--- src/rtl/serial_adder_pkg.sv ---
// Shared definitions for the serial adder: FSM state encoding and a
// parameter sanity helper used at elaboration time.
package serial_adder_pkg;

  typedef enum logic [1:0] {
    IDLE = 2'd0,
    RUN  = 2'd1,
    DONE = 2'd2
  } state_e;

  // True when the operand width splits evenly into whole digits.
  function automatic bit width_ok(input int width, input int digit);
    return (width >= 1) && (digit >= 1) && ((width % digit) == 0);
  endfunction

endpackage

--- src/rtl/serial_adder_digit_adder.sv ---
// Single-bit full-adder cell and the DIGIT-bit ripple chain built from it.
// The chain also reports the carry into its top bit so the caller can form
// signed overflow on the final digit.

module full_adder (
  input  logic a_i,
  input  logic b_i,
  input  logic c_i,
  output logic s_o,
  output logic c_o
);

  assign s_o = a_i ^ b_i ^ c_i;
  assign c_o = (a_i & b_i) | (c_i & (a_i ^ b_i));

endmodule

module digit_adder #(
  parameter int DIGIT = 1
) (
  input  logic [DIGIT-1:0] a_i,
  input  logic [DIGIT-1:0] b_i,
  input  logic             c_i,
  output logic [DIGIT-1:0] s_o,
  output logic             c_o,
  output logic             c_top_o
);

  // c[k] is the carry into bit k; c[DIGIT] leaves the digit.
  logic [DIGIT:0] c;

  assign c[0] = c_i;

  for (genvar k = 0; k < DIGIT; k++) begin : g_bit
    full_adder u_fa (
      .a_i (a_i[k]),
      .b_i (b_i[k]),
      .c_i (c[k]),
      .s_o (s_o[k]),
      .c_o (c[k+1])
    );
  end

  assign c_o     = c[DIGIT];
  assign c_top_o = c[DIGIT-1];

endmodule

--- src/rtl/serial_adder.sv ---
// Digit-serial adder/subtractor. Operands are consumed DIGIT bits per clock,
// LSB digit first, with the carry held in a register between digits.
// Handshake: start is accepted only when busy=0 (IDLE or DONE); done is a
// one-cycle pulse and sum/cout/ovf are valid from that cycle until the next
// result or reset. start while busy is dropped, not queued.
module serial_adder
  import serial_adder_pkg::*;
#(
  parameter int WIDTH = 8,
  parameter int DIGIT = 1
) (
  input  logic             clk,
  input  logic             rst,
  input  logic             start,
  input  logic [WIDTH-1:0] a,
  input  logic [WIDTH-1:0] b,
  input  logic             cin,
  input  logic             sub,
  output logic             busy,
  output logic             done,
  output logic [WIDTH-1:0] sum,
  output logic             cout,
  output logic             ovf,
  output state_e           state_o
);

  localparam int NDIG = WIDTH / DIGIT;
  localparam int CW   = (NDIG > 1) ? $clog2(NDIG) : 1;

  if (!width_ok(WIDTH, DIGIT)) begin : g_bad_params
    $error("serial_adder: WIDTH must be a positive multiple of DIGIT");
  end

  state_e           state_q, state_d;
  logic [WIDTH-1:0] a_q, a_d;
  logic [WIDTH-1:0] b_q, b_d;
  logic [WIDTH-1:0] sr_q, sr_d;
  logic             c_q, c_d;
  logic [CW-1:0]    cnt_q, cnt_d;
  logic [WIDTH-1:0] sum_q, sum_d;
  logic             cout_q, cout_d;
  logic             ovf_q, ovf_d;

  logic [DIGIT-1:0] dsum;
  logic             dco;
  logic             dctop;
  logic             accept;
  logic             last;
  logic [WIDTH-1:0] sr_next;

  digit_adder #(.DIGIT(DIGIT)) u_digit (
    .a_i     (a_q[DIGIT-1:0]),
    .b_i     (b_q[DIGIT-1:0]),
    .c_i     (c_q),
    .s_o     (dsum),
    .c_o     (dco),
    .c_top_o (dctop)
  );

  assign accept  = start && (state_q != RUN);
  assign last    = (cnt_q == CW'(NDIG - 1));
  // New digit enters at the top; older digits move toward bit 0.
  assign sr_next = WIDTH'({dsum, sr_q} >> DIGIT);

  // Next-state logic and handshake outputs.
  always_comb begin
    state_d = state_q;
    busy    = 1'b0;
    done    = 1'b0;
    case (state_q)
      IDLE: begin
        if (start) state_d = RUN;
      end
      RUN: begin
        busy = 1'b1;
        if (last) state_d = DONE;
      end
      DONE: begin
        done    = 1'b1;
        state_d = start ? RUN : IDLE;
      end
      default: state_d = IDLE;
    endcase
  end

  // Datapath next values: load on accept, one digit per RUN cycle.
  always_comb begin
    a_d    = a_q;
    b_d    = b_q;
    sr_d   = sr_q;
    c_d    = c_q;
    cnt_d  = cnt_q;
    sum_d  = sum_q;
    cout_d = cout_q;
    ovf_d  = ovf_q;
    if (accept) begin
      // Subtract as a + ~b + ~cin, so cin acts as a borrow-in.
      a_d   = a;
      b_d   = sub ? ~b : b;
      c_d   = sub ? ~cin : cin;
      cnt_d = '0;
    end else if (state_q == RUN) begin
      a_d   = a_q >> DIGIT;
      b_d   = b_q >> DIGIT;
      sr_d  = sr_next;
      c_d   = dco;
      cnt_d = cnt_q + CW'(1);
      if (last) begin
        sum_d  = sr_next;
        cout_d = dco;
        ovf_d  = dco ^ dctop;
      end
    end
  end

  // State and datapath registers with synchronous reset.
  always_ff @(posedge clk) begin
    if (rst) begin
      state_q <= IDLE;
      a_q     <= '0;
      b_q     <= '0;
      sr_q    <= '0;
      c_q     <= 1'b0;
      cnt_q   <= '0;
      sum_q   <= '0;
      cout_q  <= 1'b0;
      ovf_q   <= 1'b0;
    end else begin
      state_q <= state_d;
      a_q     <= a_d;
      b_q     <= b_d;
      sr_q    <= sr_d;
      c_q     <= c_d;
      cnt_q   <= cnt_d;
      sum_q   <= sum_d;
      cout_q  <= cout_d;
      ovf_q   <= ovf_d;
    end
  end

  assign sum     = sum_q;
  assign cout    = cout_q;
  assign ovf     = ovf_q;
  assign state_o = state_q;

endmodule

--- config.mk ---
export PLATFORM = sky130hd
export DESIGN_NAME = serial_adder
export DESIGN_NICKNAME = d
export VERILOG_FILES = /design/src/rtl/serial_adder_pkg.sv /design/src/rtl/serial_adder_digit_adder.sv /design/src/rtl/serial_adder.sv
export SDC_FILE = /design/constraint.sdc
export NUM_CORES = 1
export LEC_CHECK = 0
export CAP_MARGIN = 20
export CORE_ASPECT_RATIO = 1.4
export CORE_UTILIZATION = 40
export DETAILED_ROUTE_END_ITERATION = 7
export GPL_TIMING_DRIVEN = 0
export PLACE_DENSITY = 0.76
export SYNTH_ARGS = -nofsm -noshare
export SYNTH_HDL_FRONTEND = slang
export SYNTH_SLANG_ARGS = --single-unit
--- constraint.sdc ---
create_clock -name clk -period 1.8 [get_ports clk]
set_input_delay 0.18 -clock clk [delete_from_list [all_inputs] [get_ports clk]]
set_output_delay 0.18 -clock clk [all_outputs]
set_load 0.03 [all_outputs]
==> impl_metrics.yaml, run 1 <==
critical_path:
  r2r_slack_ns: 0.41
  cp-end-kind: "output pin"
  rr_endpoint: "cout"
  cp-start-kind: "flip-flop"
  r2r_start: "cnt_q[0]"
  cp.required_ns: 1.62
  critPathKind: "flip-flop to output pin"
  crit_fanout: 10
  arrival_ns: 1.48
  worstRegToRegCells: 5
timing:
  finalHoldViolCount: 0
  setup_ws_ns: 0.136
  grt_setup_unrepaired: "false"
  finalSetupViolCount: 0
  hold_ws_ns: 0.299
  period_minus_slack_ns: 1.66
  max_freq_mhz: 601
  fin_worst_skew_ns: 0.00624
  fin_crit_sh: 0.925
  fin_tns_setup_ns: 0
  tightestPinTransition_ns: 0.522
  drv_slew: 0
  max_slew_margin: 0.652
power:
  switchingPower_w: 0.000457
  p_leak_nw: 0.830
  p_int_w: 0.00159
  pwr-share-clk: 0.419
  swShare: 0.223
  p_per_area_mw_per_mm2: 941
  peakVddDrop_uv: 774
  combinationalPowerShare: 0.126
  seqPwrFrac: 0.455
cts:
  clkTransAtPathRegs_ns: 0.07
  cts_tree: "done"
  clkSinkCount: 39
  clk-insertion-delay-late_ns: 0.29
  clockRootBuffer: "clkbuf_8"
  cts_setup_buffers: 0
  cts_buffers: 5
  ctsHoldBuffers: 0
  cts_buffer_depth: 2
  htreeDepth: 2
status:
  status: "completed"
drt:
  viasPerCell: 5.15
  firstDrtPassIters: 4
  wl_per_cell_um: 12.5
  vias: 1417
  drc: 0
  drt_iter0_drc: 36
  routed_wl_um: 3440
  final_antenna_net_count: 0
grt:
  grt_first_pass_wirelength_um: 5770
  antenna_found_initial: 0
  grt_max_degree: 13
  grt_usage: 0.168
  grt_pass1_vias: 1349
  grt-ovfl-total: 0
floorplanning:
  rows: 27
  chipHeight_um: 78.4
  initial_core_util: 0.422
  design.die.area_mm2: 0.00444
  core_region_area_mm2: 0.00395
  io_pins: 35
  die_x_um: 56.6
worst_hold_path:
  hold_start: "start"
  worstHoldEndpoint: "b_q[7]"
  hold_class: "input port to flip-flop"
  hold_path_depth: 3
finish:
  final_cell_mix: "nand2_1 (42), dfxtp_1 (38), clkdlybuf4s50_1 (31)"
  final_common_cell: "nand2_1"
  antennaDiodeCount: 0
  final_nets: 255
  areaGrowthSynthToFinish_pct: 30.1
  drive_above_1_share: 0.0948
  finalInstanceArea_mm2: 0.00217
logic_synthesis:
  yosysWarnings: 0
  syn_inst: 192
  synth_cell_type_count: 24
  avgSynthCellArea_um2: 8.69
  yosysSeqAreaShare: 0.468
  syn_area_mm2: 0.00167
  synth_fp_nets: 216
  ys_ff_latch: 39
flow_run:
  maxCapViolations: 0
placed_design:
  dp_hpwl_um: 2450
  dpl_worst_slack_ns: -0.0431
  port_buffers: 32
  place_congestion: 0.733
  dpl-instance-area_mm2: 0.00204
registers in the layout, summed over array words and instances, names as in the netlist:
register	count
a_q	8
b_q	8
c_q	1
cnt_q	3
cout	1
ovf	1
sr_q	7
state_o	2
sum	8
synthesized netlist by cell type (all sizes together):
cell / instances / share of area
nor2b: 1 / 0.0038
buf: 13 / 0.048
nand3b: 4 / 0.018
fa: 1 / 0.012
mux2i: 8 / 0.048
xnor2: 10 / 0.052
nor3: 1 / 0.0030
a2bb2oi: 1 / 0.0052
inv: 2 / 0.0045
nor2: 19 / 0.043
a211oi: 8 / 0.036
and3b: 1 / 0.0052
a211o: 8 / 0.042
clkbuf: 2 / 0.0045
a2111oi: 1 / 0.0090
nand2b: 2 / 0.0075
dfxtp: 39 / 0.47
ha: 2 / 0.015
a21oi: 27 / 0.081
nand2: 42 / 0.094
worst max path at each step:
stage                from        to  slack [ns]  cells after the start
6_report       state_o[1]      busy        0.14                      6
5_1_grt        state_o[1]      busy        0.06                      6
4_1_cts        state_o[0]      busy       0.005                      6
3_5_place_dp   state_o[0]      busy       -0.04                      6
3_3_place_gp   state_o[1]      busy       -0.01                      6
2_1_floorplan  state_o[0]  cnt_q[2]        0.46                      7
layer usage:
metal | share of wire | up-vias | global-route usage
met4 | 0.021 | 0 | 0.0878
met2 | 0.52 | 36 | 0.305
met3 | 0.034 | 5 | 0.0313
met1 | 0.42 | 655 | 0.180
li1 | - | 721 | -
met5 | 0 | - | 0
area by class of cell:
class,count,area [um^2]
Buffer,15,87.6
Clock buffer,6,72.6
Clock inverter,2,60.1
Fill cell,384,1780
Inverter,2,7.51
Multi-Input combinational cell,136,793
Sequential cell,39,782
Tap cell,43,53.8
Timing Repair Buffer,32,315
critical path, cell delays in order, from the launching register on:
cell	delay (ns)
dfxtp_1	0.34
nand2b_1	0.14
buf_4	0.16
inv_2	0.06
buf_6	0.13
buf_6	0.15
buf_2	0.21
timing repair:
item / in CTS / in global routing
gates resized for setup: 3 / 3
hold endpoints to repair: 0 / 0
endpoints found under the setup margin: 1 / 1
power groups by stage:
| stage | registers (W) | logic, W | clock network (W) |
|---|---|---|---|
| finish | 0.000930 | 0.000257 | 0.000857 |
| global route | 0.000935 | 0.000282 | 0.000899 |
| CTS | 0.000929 | 0.000261 | 0.000873 |
| detailed placement | 0.000949 | 0.000260 | 0 |
| global placement | 0.000947 | 0.000253 | 0 |
| floorplan | 0.000947 | 0.000170 | 0 |
kinds of logic (layout without fill, tap and decap cells):
| logic type | after synthesis | after routing | synth area share |
|---|---|---|---|
| AND/OR/NAND/NOR | 70 | 70 | 0.175 |
| AO/OA/AOI/OAI | 45 | 45 | 0.173 |
| flip-flops | 39 | 39 | 0.468 |
| buffers and inverters | 17 | 57 | 0.0570 |
| XOR/XNOR | 10 | 10 | 0.0525 |
| multiplexers | 8 | 8 | 0.0480 |
| adder cells (fa/ha/maj) | 3 | 3 | 0.0270 |
stage by stage:
stage                      util  instances  total power [W]
after floorplan               -        192          0.00112
after global placement    0.517        267          0.00120
after detailed placement  0.517        267          0.00121
after CTS                 0.551        275          0.00206
after global routing      0.550        275          0.00212
final                     0.550        275          0.00204
(Power assumes the default switching activity.)
==> run 2, diff against run 1 <==
Settings changed: CORE_MARGIN from default to 1, SKIP_CTS_REPAIR_TIMING from default to 1.
==> run 2 against run 1 <==
Against the previous run:
- register-to-register slack hardly changed
- combinational power hardly changed
- global-route usage stayed put
- highest routed layer unchanged
==> impl_metrics.yaml, run 2 (synthesis results as in run 1) <==
cts:
  cts_tree: "done"
  cts_buffers: 5
  clockRootBuffer: "clkbuf_8"
  htreeDepth: 2
  clkTransAtPathRegs_ns: 0.07
  clkSinkCount: 39
  clk-insertion-delay-late_ns: 0.29
  cts_buffer_depth: 2
finish:
  final_cell_mix: "nand2_1 (42), dfxtp_1 (39), clkdlybuf4s50_1 (31)"
  num-fill-cells: 383
  final_nets: 255
  areaGrowthSynthToFinish_pct: 30.1
  finalInstanceArea_mm2: 0.00217
  drive_above_1_share: 0.0905
  final_common_cell: "nand2_1"
  antennaDiodeCount: 0
power:
  p_leak_nw: 0.829
  peakVddDrop_uv: 774
  p_per_area_mw_per_mm2: 942
critical_path:
  cp-start-kind: "flip-flop"
  cp_num_buf_inv: 5
  cp.required_ns: 1.62
  crit_path_max_incr_delay_ns: 0.41
  crit_fanout: 10
  cp-end-kind: "output pin"
  critPathKind: "flip-flop to output pin"
  cp_slowest_cell: "dfxtp_1"
  crit_family: "buffers and inverters"
  path_cells: "nand2b_1 -> buf_4 -> inv_2 -> buf_6 -> buf_6 -> clkbuf_2"
  cp_common_cell: "buf_6"
  arrival_ns: 1.50
grt:
  grt_usage: 0.168
  grt_first_pass_wirelength_um: 5770
  grt_max_degree: 13
  antenna_found_initial: 0
  grt-ovfl-total: 0
  grt_pass1_vias: 1349
timing:
  max_slew_margin: 0.652
  fin_crit_sh: 0.935
  drv_slew: 0
  grt_setup_unrepaired: "false"
  tightestPinTransition_ns: 0.522
  hold_ws_ns: 0.298
  max_freq_mhz: 594
  finalSetupViolCount: 0
  period_minus_slack_ns: 1.68
  finalHoldViolCount: 0
  fin_worst_skew_ns: 0.00639
drt:
  firstDrtPassIters: 4
  drt_iter0_drc: 36
  wl_met2_um: 1780
  top_layer: "met4"
  drc: 0
  routed_wl_um: 3440
  wl_per_cell_um: 12.5
  viasPerCell: 5.16
  wl_met1_um: 1450
  final_antenna_net_count: 0
  dr_wl_met3_um: 118
  vias: 1420
flow_run:
  maxCapViolations: 0
placed_design:
  dpl-instance-area_mm2: 0.00204
  place_congestion: 0.733
  dp_hpwl_um: 2450
  port_buffers: 32
floorplanning:
  die_x_um: 56.6
  chipHeight_um: 78.4
  core_region_area_mm2: 0.00395
  initial_core_util: 0.422
  design.die.area_mm2: 0.00444
  io_pins: 35
  rows: 27
worst_hold_path:
  hold_class: "input port to flip-flop"
status:
  status: "completed"
## run 2: cell count changes in the layout (fill, tap and decap cells not counted)
cell	before	now
clkbuf_2	0	1
buf_2	8	7
dfxtp_2	1	0
dfxtp_1	38	39
## run 2: area by class of cell
type	instances	area, um^2	share of cell area
well taps	43	53.8	0.0248
multi-input cells	136	793	0.365
inverters	2	7.51	0.00346
plain buffers	15	87.6	0.0403
repair buffers	32	315	0.145
clock inverters	2	60.1	0.0277
clock buffers	6	72.6	0.0334
flip-flops and latches	39	781	0.360
## run 2: tightest hold or removal path: stages
cell and delay [ns]:
buf_2 0.17, nor2_1 0.13, a2111oi_2 0.06
## run 2: through the flow
stage	worst slack (ns)	std cells	TNS [ns]	util	total power, W
after floorplan	0.463	192	0	-	0.00112
after global placement	-0.0141	267	-0.0141	0.517	0.00120
after detailed placement	-0.0431	267	-0.0431	0.517	0.00121
after CTS	-0.370	275	-0.370	0.550	0.00206
after global routing	0.0357	275	0	0.549	0.00212
final	0.116	275	0	0.549	0.00204
## run 2: power breakdown
| part | internal, W | leakage [nW] | switching [W] |
|---|---|---|---|
| clock network | 0.000554 | 0.0654 | 0.000304 |
| logic | 0.000129 | 0.446 | 0.000128 |
| registers | 0.000904 | 0.318 | 0.0000259 |
| total | 0.00159 | 0.829 | 0.000458 |
## run 2: final timing paths
path / start / to / slack (ns) / depth (start not counted)
worst max-delay path: state_o[0] / busy / 0.12 / 6
worst min-delay path: start / b_q[7] / 0.30 / 3
worst max register to register: cnt_q[0] / cout / 0.41 / 5
worst min register to register: sum[0] / sum[0] / 0.45 / 2
## run 2: metal layers
layer,vias to the layer above,track usage
li1,721,-
met1,653,0.180
met2,38,0.305
met3,8,0.0313
met4,0,0.0878
met5,-,0
